## config.mk

```make
export PLATFORM = sky130hd
export DESIGN_NAME = shift_arbiter_flat
export DESIGN_NICKNAME = d
export VERILOG_FILES = /design/src/rtl/shift_arbiter_if.sv /design/src/rtl/shift_arbiter.sv /design/src/flat_wrapper.sv
export SDC_FILE = /design/constraint.sdc
export NUM_CORES = 1
export LEC_CHECK = 0
export BUFFER_PORTS_ARGS = -buffer_cell sky130_fd_sc_hd__buf_4
export CORE_MARGIN = 3
export CORE_UTILIZATION = 41
export CTS_BUF_LIST = sky130_fd_sc_hd__clkbuf_4 sky130_fd_sc_hd__clkbuf_8 sky130_fd_sc_hd__clkbuf_16
export DETAILED_ROUTE_END_ITERATION = 8
export PLACE_DENSITY = 0.76
export SYNTH_ARGS = -nofsm -noshare
export SYNTH_HDL_FRONTEND = slang
export SYNTH_SLANG_ARGS = --single-unit
```

## constraint.sdc

```tcl
create_clock -name clk -period 1.7 [get_ports clk]
set_clock_uncertainty 0.15 [all_clocks]
set_input_delay 0 -clock clk [delete_from_list [all_inputs] [get_ports clk]]
set_output_delay 0 -clock clk [all_outputs]
set_load 0.01 [all_outputs]
```

## src/rtl/shift_arbiter_if.sv

```systemverilog
// Bundle of request/response channels, shared-shifter operands and debug counters
// for shift_arbiter. The master side is the requesters plus the shifter instance.
interface shift_arbiter_if #(
  parameter int unsigned N     = 32,
  parameter int unsigned CNT_W = 16
);
  logic             req0_valid;
  logic             req1_valid;
  logic             req0_ready;
  logic             req1_ready;
  logic [1:0]       req0_op;
  logic [1:0]       req1_op;
  logic [N-1:0]     req0_x;
  logic [N-1:0]     req1_x;
  logic [N-1:0]     req0_y;
  logic [N-1:0]     req1_y;
  logic             resp0_valid;
  logic             resp1_valid;
  logic             resp0_ready;
  logic             resp1_ready;
  logic [N-1:0]     resp_data;
  logic             resp_err;
  logic [1:0]       sh_op;
  logic [N-1:0]     sh_x;
  logic [N-1:0]     sh_y;
  logic [N-1:0]     sh_z;
  logic [CNT_W-1:0] gnt_cnt0;
  logic [CNT_W-1:0] gnt_cnt1;

  modport master (
    output req0_valid, req1_valid, req0_op, req1_op, req0_x, req1_x, req0_y, req1_y,
    output resp0_ready, resp1_ready, sh_z,
    input  req0_ready, req1_ready, resp0_valid, resp1_valid, resp_data, resp_err,
    input  sh_op, sh_x, sh_y, gnt_cnt0, gnt_cnt1
  );

  modport slave (
    input  req0_valid, req1_valid, req0_op, req1_op, req0_x, req1_x, req0_y, req1_y,
    input  resp0_ready, resp1_ready, sh_z,
    output req0_ready, req1_ready, resp0_valid, resp1_valid, resp_data, resp_err,
    output sh_op, sh_x, sh_y, gnt_cnt0, gnt_cnt1
  );
endinterface

```

## src/rtl/shift_arbiter.sv

```systemverilog
// Round-robin arbiter/sequencer sharing one 32-bit shift unit between two requesters,
// one transaction in flight, with saturating per-requester grant counters.
module shift_arbiter #(
  parameter int unsigned N     = 32,
  parameter int unsigned CNT_W = 16
) (
  input  logic           clk,
  input  logic           rstb,
  shift_arbiter_if.slave bus
);

  typedef enum logic [1:0] {IDLE, EXEC, RESP} state_e;

  state_e           state_q, state_d;
  logic             last_q, last_d;
  logic             owner_q, owner_d;
  logic [1:0]       op_q, op_d;
  logic [N-1:0]     x_q, x_d;
  logic [N-1:0]     y_q, y_d;
  logic [N-1:0]     data_q, data_d;
  logic             err_q, err_d;
  logic [CNT_W-1:0] cnt0_q, cnt0_d;
  logic [CNT_W-1:0] cnt1_q, cnt1_d;

  logic gnt_valid;
  logic gnt_id;

  // Grant exists only in IDLE; on a tie the requester that did not win last time wins.
  always_comb begin
    gnt_valid = 1'b0;
    gnt_id    = 1'b0;
    if (state_q == IDLE) begin
      if (bus.req0_valid && bus.req1_valid) begin
        gnt_valid = 1'b1;
        gnt_id    = ~last_q;
      end else if (bus.req0_valid) begin
        gnt_valid = 1'b1;
        gnt_id    = 1'b0;
      end else if (bus.req1_valid) begin
        gnt_valid = 1'b1;
        gnt_id    = 1'b1;
      end
    end
  end

  always_ff @(posedge clk or negedge rstb) begin
    if (!rstb) begin
      state_q <= IDLE;
    end else begin
      state_q <= state_d;
    end
  end

  always_comb begin
    state_d = state_q;
    case (state_q)
      IDLE:    if (gnt_valid) state_d = EXEC;
      EXEC:    state_d = RESP;
      RESP:    if (owner_q ? bus.resp1_ready : bus.resp0_ready) state_d = IDLE;
      default: state_d = IDLE;
    endcase
  end

  always_comb begin
    bus.req0_ready  = 1'b0;
    bus.req1_ready  = 1'b0;
    bus.resp0_valid = 1'b0;
    bus.resp1_valid = 1'b0;
    case (state_q)
      IDLE: begin
        bus.req0_ready = gnt_valid && !gnt_id;
        bus.req1_ready = gnt_valid && gnt_id;
      end
      RESP: begin
        bus.resp0_valid = !owner_q;
        bus.resp1_valid = owner_q;
      end
      default: ;
    endcase
  end

  always_comb begin
    last_d  = last_q;
    owner_d = owner_q;
    op_d    = op_q;
    x_d     = x_q;
    y_d     = y_q;
    data_d  = data_q;
    err_d   = err_q;
    cnt0_d  = cnt0_q;
    cnt1_d  = cnt1_q;
    if (gnt_valid) begin
      owner_d = gnt_id;
      last_d  = gnt_id;
      op_d    = gnt_id ? bus.req1_op : bus.req0_op;
      x_d     = gnt_id ? bus.req1_x  : bus.req0_x;
      y_d     = gnt_id ? bus.req1_y  : bus.req0_y;
      if (!gnt_id && (cnt0_q != '1)) cnt0_d = cnt0_q + CNT_W'(1);
      if (gnt_id && (cnt1_q != '1))  cnt1_d = cnt1_q + CNT_W'(1);
    end
    // Illegal op bypasses the shifter and echoes the operand back with the error flag.
    if (state_q == EXEC) begin
      data_d = (op_q == 2'b11) ? x_q : bus.sh_z;
      err_d  = (op_q == 2'b11);
    end
  end

  always_ff @(posedge clk or negedge rstb) begin
    if (!rstb) begin
      last_q  <= 1'b1;
      owner_q <= 1'b0;
      op_q    <= '0;
      x_q     <= '0;
      y_q     <= '0;
      data_q  <= '0;
      err_q   <= 1'b0;
      cnt0_q  <= '0;
      cnt1_q  <= '0;
    end else begin
      last_q  <= last_d;
      owner_q <= owner_d;
      op_q    <= op_d;
      x_q     <= x_d;
      y_q     <= y_d;
      data_q  <= data_d;
      err_q   <= err_d;
      cnt0_q  <= cnt0_d;
      cnt1_q  <= cnt1_d;
    end
  end

  assign bus.sh_op     = op_q;
  assign bus.sh_x      = x_q;
  assign bus.sh_y      = y_q;
  assign bus.resp_data = data_q;
  assign bus.resp_err  = err_q;
  assign bus.gnt_cnt0  = cnt0_q;
  assign bus.gnt_cnt1  = cnt1_q;

endmodule

```

## src/flat_wrapper.sv

```systemverilog
// flat-port wrapper written by rule: the top's interface ports become plain ports
module shift_arbiter_flat 
#(
  parameter int unsigned N     = 32,
  parameter int unsigned CNT_W = 16
)
  (clk, rstb, bus_req0_valid, bus_req1_valid, bus_req0_op, bus_req1_op, bus_req0_x, bus_req1_x, bus_req0_y, bus_req1_y, bus_resp0_ready, bus_resp1_ready, bus_sh_z, bus_req0_ready, bus_req1_ready, bus_resp0_valid, bus_resp1_valid, bus_resp_data, bus_resp_err, bus_sh_op, bus_sh_x, bus_sh_y, bus_gnt_cnt0, bus_gnt_cnt1);
  shift_arbiter_if #(.N(N), .CNT_W(CNT_W)) bus_i ();
  input  logic clk;
  input  logic rstb;
  input wire logic [$bits(bus_i.req0_valid)-1:0] bus_req0_valid;
  input wire logic [$bits(bus_i.req1_valid)-1:0] bus_req1_valid;
  input wire logic [$bits(bus_i.req0_op)-1:0] bus_req0_op;
  input wire logic [$bits(bus_i.req1_op)-1:0] bus_req1_op;
  input wire logic [$bits(bus_i.req0_x)-1:0] bus_req0_x;
  input wire logic [$bits(bus_i.req1_x)-1:0] bus_req1_x;
  input wire logic [$bits(bus_i.req0_y)-1:0] bus_req0_y;
  input wire logic [$bits(bus_i.req1_y)-1:0] bus_req1_y;
  input wire logic [$bits(bus_i.resp0_ready)-1:0] bus_resp0_ready;
  input wire logic [$bits(bus_i.resp1_ready)-1:0] bus_resp1_ready;
  input wire logic [$bits(bus_i.sh_z)-1:0] bus_sh_z;
  output wire logic [$bits(bus_i.req0_ready)-1:0] bus_req0_ready;
  output wire logic [$bits(bus_i.req1_ready)-1:0] bus_req1_ready;
  output wire logic [$bits(bus_i.resp0_valid)-1:0] bus_resp0_valid;
  output wire logic [$bits(bus_i.resp1_valid)-1:0] bus_resp1_valid;
  output wire logic [$bits(bus_i.resp_data)-1:0] bus_resp_data;
  output wire logic [$bits(bus_i.resp_err)-1:0] bus_resp_err;
  output wire logic [$bits(bus_i.sh_op)-1:0] bus_sh_op;
  output wire logic [$bits(bus_i.sh_x)-1:0] bus_sh_x;
  output wire logic [$bits(bus_i.sh_y)-1:0] bus_sh_y;
  output wire logic [$bits(bus_i.gnt_cnt0)-1:0] bus_gnt_cnt0;
  output wire logic [$bits(bus_i.gnt_cnt1)-1:0] bus_gnt_cnt1;
  assign bus_i.req0_valid = bus_req0_valid;
  assign bus_i.req1_valid = bus_req1_valid;
  assign bus_i.req0_op = bus_req0_op;
  assign bus_i.req1_op = bus_req1_op;
  assign bus_i.req0_x = bus_req0_x;
  assign bus_i.req1_x = bus_req1_x;
  assign bus_i.req0_y = bus_req0_y;
  assign bus_i.req1_y = bus_req1_y;
  assign bus_i.resp0_ready = bus_resp0_ready;
  assign bus_i.resp1_ready = bus_resp1_ready;
  assign bus_i.sh_z = bus_sh_z;
  assign bus_req0_ready = bus_i.req0_ready;
  assign bus_req1_ready = bus_i.req1_ready;
  assign bus_resp0_valid = bus_i.resp0_valid;
  assign bus_resp1_valid = bus_i.resp1_valid;
  assign bus_resp_data = bus_i.resp_data;
  assign bus_resp_err = bus_i.resp_err;
  assign bus_sh_op = bus_i.sh_op;
  assign bus_sh_x = bus_i.sh_x;
  assign bus_sh_y = bus_i.sh_y;
  assign bus_gnt_cnt0 = bus_i.gnt_cnt0;
  assign bus_gnt_cnt1 = bus_i.gnt_cnt1;
  shift_arbiter #(.N(N), .CNT_W(CNT_W)) u_core (.clk(clk), .rstb(rstb), .bus(bus_i));
endmodule
```

# --- Word-level counts from Yosys, hierarchy flattened ---
# Index checks and enable logic that the tools add are counted.
op_classes:
  bitwise_logic: 1
  add_sub_neg: 2
  muxes: 19
  n_reduce_logical: 11
  n_eq_ne: 7
ops:
  columns: ["operator", "count"]
  rows:
  - ["$mux W32", 3]
  - ["$add A16 B1 Y16 const B", 2]
  - ["$ne A16 B16 Y1 const B", 2]
  - ["$mux W1", 12]
  - ["$mux W2", 3]
  - ["$pmux W2 S3", 1]
  - ["$reduce_and A2 Y1", 3]
  - ["$logic_and A1 B1 Y1", 5]
  - ["$eq A2 B2 Y1 const B", 2]
  - ["$ne A2 B1 Y1 const B", 2]
  - ["$eq A2 B1 Y1 const B", 1]
  - ["$logic_not A1 Y1", 2]
  - ["$logic_not A2 Y1", 1]
  - ["$not A1 Y1", 1]
totals:
  inputBits: 170
  register_bits: 135
  elab_cells: 50
  out_inout_bits: 135

# --- Logic depth before layout (Yosys ltp) ---
depth:
  word_depth: 7
  ltp_mapped: 7
  mapped_depth_nobuf: 5

# --- Worst setup path before layout ---
# OpenSTA, ideal clock, no wires.
synth_timing:
  kind: "reg2reg"
  start: "register u_core.cnt1_q[0] (netlist: u_core.bus.gnt_cnt1[0])"
  end: "register u_core.cnt1_q[6] (netlist: u_core.bus.gnt_cnt1[6])"
  required_ns: 1.411
  period_less_slack_ns: 1.848
  setup_ns: 0.139
  t_arrival_ns: 1.558
  setup_slack_ns: -0.148
  stages_incl_launch_ff: 7
  n_path_buf: 1
  cell_sequence: "dfrtp_1 > ha_1 > nand4_1 > nor4_1 > buf_2 > nor4b_1 > xor2_1"
synth_via:
  elab_chain_cells: 3
  word_cells_on_any_way: 4
  cone_classes: "1 x add/sub; 1 x eq/ne; 2 x reduce/logical"
synth_lines:
  columns: ["element", "line", "source"]
  rows:
  - ["from (decl)", "shift_arbiter.sv:23", "logic [CNT_W-1:0] cnt1_q, cnt1_d;"]
  - ["from (signal assigned)", "shift_arbiter.sv:128", "cnt1_q <= cnt1_d;"]
  - ["parallel branches: the longest is 3 deep, another holds $add A16 B1 Y16", null, null]
# Parallel ways; which one is timed is not known.
# A chain may end at the register's enable or synchronous reset.

# --- Worst setup path in the final report ---
layout_timing:
  start: "register u_core.cnt0_q[13] (netlist: u_core.bus.gnt_cnt0[13])"
  end: "register u_core.cnt0_q[2] (netlist: u_core.bus.gnt_cnt0[2])"
layout_via:
  elab_chain_cells: 3
layout_lines:
  columns: ["element", "line", "source"]
  rows:
  - ["from (decl)", "shift_arbiter.sv:22", "logic [CNT_W-1:0] cnt0_q, cnt0_d;"]
  - ["from (signal assigned)", "shift_arbiter.sv:127", "cnt0_q <= cnt0_d;"]
  - ["$ne A16 B16 Y1", "shift_arbiter.sv:98", "if (!gnt_id && (cnt0_q != '1)) cnt0_d = cnt0_q + CNT_W'(1);"]
  - ["$logic_and A1 B1 Y1", "shift_arbiter.sv:98", null]
  - ["$reduce_and A2 Y1 (no source line)", null, null]
# Every way passes these cells.

==> results.txt <==
----------------------------------------------------
[Status]
  Result of the run ... complete, but fails checks
  Violated checks ... DRC, setup timing

[Finish]
  Most frequent cells in the layout ... buf_4, dlygate4sd3_1, dfrtp_1
  Post-route non-filler standard cell count ... between 1000 and 1500
  Relative area change from synthesis to final layout ... 103.3%
  Fraction of layout cells with a size suffix above 1 ... 44.33%
  Net count reported at finish ... 1245
  Most common library cell in the layout ignoring fill and taps ... buf_4

[Place]
  Weighted congestion reported at the end of routability-driven placement ... 0.9181
  Number of placed instances, taps included ... 1029
  Post-detail-place hpwl ... 15450 um
  I/O Buffers ... 304

[Detailed routing]
  Iteration-0 DRC count of the detailed router ... 1266
  Number of nets with antenna violations after detailed routing ... 0
  Total number of vias ... 7565
  DR vias/cell ... 5.957
  Routed wirelength normalized by instance count ... 25.41 um
  Length of the first detailed-routing pass in iterations ... 9
  Post-Route WL ... 32280 um
  DRC errors left ... 4

[Job]
  Max Cap Viol ... 0

[Power]
  Worst VDD drop ... a little under 0.9 mV
  Leakage ... 6.225 nW
  Power per cell area ... 1543 nW/um2

[Setup path]
  Crit path launch type ... register
  Crit path capture type ... register
  Type of the worst setup path ... register to register
  CP Launch Point ... u_core.bus.gnt_cnt0[13]$_DFFE_PN0P_
  Maximum fanout encountered on the critical timing path ... 5
  Required time of the critical path ... between 1.5 and 2 ns
  Start of the worst register-to-register path ... u_core.bus.gnt_cnt0[13]$_DFFE_PN0P_
  Crit path DAT ... 2.05 ns

[Synth]
  Synthesized instance count ... about 530
  Yosys cell types ... 33
  Net count after synthesis ... 697
  Mean Syn Cell Area ... 11.24 um2
  Post-Syn Area ... 5903 um2
  Total of warnings raised by yosys ... 0
  Sequential area share after synthesis ... 57.25%
  #FFs+latches synth ... roughly 140

[STA]
  RSZ-0062 raised after global routing ... yes
  Relative slew slack ... between 60% and 70%
  Final worst path period need ... 1.888 ns
  Portion of the clock cycle consumed by the worst path in the final layout ... 111.1%
  Final setup vio count ... between 60 and 70
  Slew @ Worst Pin ... 0.4700 ns
  Smallest setup slack after layout ... -0.1879 ns
  Max Slew Vio Count ... 0
  Number of hold-slack violations in the final timing report ... 0
  Setup TNS ... -5.729 ns
  Highest attainable clock frequency ... 529.7 MHz

[CTS]
  Root Driver ... clkbuf_16
  Clock-pin transition on the worst setup and hold timing paths ... 0.06 ns
  Maximum count of clock buffers along a single path ... 2
  CTS tree ... done
  Number of H-tree levels ... 4
  Total clock sinks ... 135
  Clock latency on the worst-skew pair ... 0.42 ns
  Num CTS Buffers ... 17

[Floorplanning]
  Number of cell rows ... 43
  Overall die width ... 126.0 um
  Ports placed on the boundary ... 305
  Height of the die ... 126.0 um
  Die outline area ... 15870 um2
  Initial core utilization ... around 42%
  Core area ... about 14000 um2

[GRT]
  Pin count of the biggest net entering global routing ... 68
  Vias in the first global route ... 8008
  Initial antenna violation count ... 6
  Leftover overflow at the end of global routing ... 0
  Overall Global Routing Usage ... a little under two fifths
  First-pass GRT wire length ... 45180 um

[Worst hold path]
  Kind of path behind the tightest hold check ... input port to register
  Start point of the worst min-delay path ... bus_req0_valid

----------------------------------------------------
routing by layer:
| metal | share of wire [%] | vias to the layer above | track usage [%] |
|---|---|---|---|
| li1 | - | 3041 | - |
| met1 | 33 | 3608 | 39.32 |
| met2 | 50 | 707 | 63.04 |
| met3 | 10 | 209 | 10.94 |
| met4 | 6.9 | 0 | 23.72 |
| met5 | 0 | - | 0 |
power breakdown:
| group | internal (mW) | switching (mW) |
|---|---|---|
| clock | 2.29 | 1.39 |
| sequential | 4.57 | 1.28 |
| combinational | 4.35 | 4.66 |
| total | 11.2 | 7.33 |
synthesized netlist by cell type:
cell type / instances / area, um2
dfrtp_1: 134 / 3353
xor2_1: 28 / 245.2
nor4_2: 2 / 25.02
buf_2: 15 / 75.07
a222oi_1: 66 / 660.6
nand3_4: 1 / 17.52
inv_1: 70 / 262.8
nand3_2: 1 / 10.01
xnor2_1: 2 / 17.52
mux2i_1: 32 / 320.3
or2_2: 2 / 12.51
ha_1: 2 / 25.02
or4_4: 1 / 11.26
clkbuf_1: 18 / 67.56
nand4_1: 10 / 62.56
dfstp_2: 1 / 26.28
buf_1: 1 / 3.750
o21ai_1: 1 / 5.000
inv_2: 2 / 7.510
o21ai_0: 35 / 175.2
and4_1: 1 / 8.760
nor4b_1: 1 / 8.760
nor2_1: 6 / 22.52
nand3_1: 11 / 55.05
nor4_4: 1 / 21.27
and3_1: 3 / 18.77
nor4_1: 13 / 81.33
nand2b_1: 3 / 18.77
nor3b_1: 2 / 15.01
nor2_4: 1 / 11.26
mux2_2: 3 / 33.78
nand2_1: 45 / 168.9
nor3_1: 11 / 55.05
worst max-delay path: stages (launching register included):
cell     delay [ns]
dfrtp_1        0.43
nand4_1        0.19
nor4_2         0.41
buf_4          0.21
buf_8          0.15
nor3b_4        0.05
xor2_1         0.20
sequential cells by signal, indices dropped and copies added, names as in the netlist:
name and cells:
u_core.bus.sh_y 32, u_core.bus.sh_x 32, u_core.bus.resp_data 32, u_core.bus.sh_op 2
u_core.bus.resp_err 1, u_core.bus.gnt_cnt0 16, u_core.bus.gnt_cnt1 16, u_core.last_q 1
u_core.owner_q 1, u_core.state_q 2
cell families (layout without fill, tap and decap cells):
kind of cell	Yosys count	count (layout)	synth area share [%]
XOR/XNOR	30	30	4.451
AO/OA/AOI/OAI	102	102	14.24
buffers and inverters	106	666	7.058
other	0	5	0
flip-flops	135	135	57.25
adder cells (fa/ha/maj)	2	2	0.4238
AND/OR/NAND/NOR	115	115	10.58
multiplexers	35	35	5.998
final timing paths:
kind	depth (start not counted)	end	slack, ns
min	5	u_core.bus.gnt_cnt0[8]$_DFFE_PN0P_	0.08
max in group asynchronous	4	u_core.bus.gnt_cnt0[8]$_DFFE_PN0P_	0.22
max	6	u_core.bus.gnt_cnt0[2]$_DFFE_PN0P_	-0.19
min in group asynchronous	3	u_core.bus.sh_y[22]$_DFFE_PN0P_	0.48
min reg2reg	2	u_core.bus.resp_data[8]$_DFFE_PN0N_	0.33
max reg2reg	6	u_core.bus.gnt_cnt0[2]$_DFFE_PN0P_	-0.19
area by class of cell:
cell class	instances	area, um2
repair buffers	563	4979
flip-flops and latches	135	3383
multi-input cells	284	2540
fillers	650	1984
clock buffers	22	481.7
inverters	72	282.8
well taps	180	225.2
clock inverters	9	100.1
diodes	5	12.51
per-stage QoR:
stage	utilization (%)	hold WS [ns]	worst slack [ns]	area [um2]	total power, mW
after floorplan	-	-0.4456	-0.02119	5969	8.751
after global placement	63.02	-0.1994	-0.01430	8816	12.33
after detailed placement	63.02	-0.1898	-0.07200	8816	12.61
after CTS	82.10	-0.07387	-0.05857	11480	17.03
after global routing	85.81	0.07035	-0.2902	12000	19.15
final	85.81	0.07578	-0.1879	12000	18.52
timing repair:
action	4_1_cts	5_1_grt
hold buffers	169	1
resized for setup	36	56
pin swaps	44	56
setup buffers	11	14
hold endpoints to repair	239	1
setup endpoints to repair	55	100
gates cloned	5	5
Power figures use the tool's default switching activity.
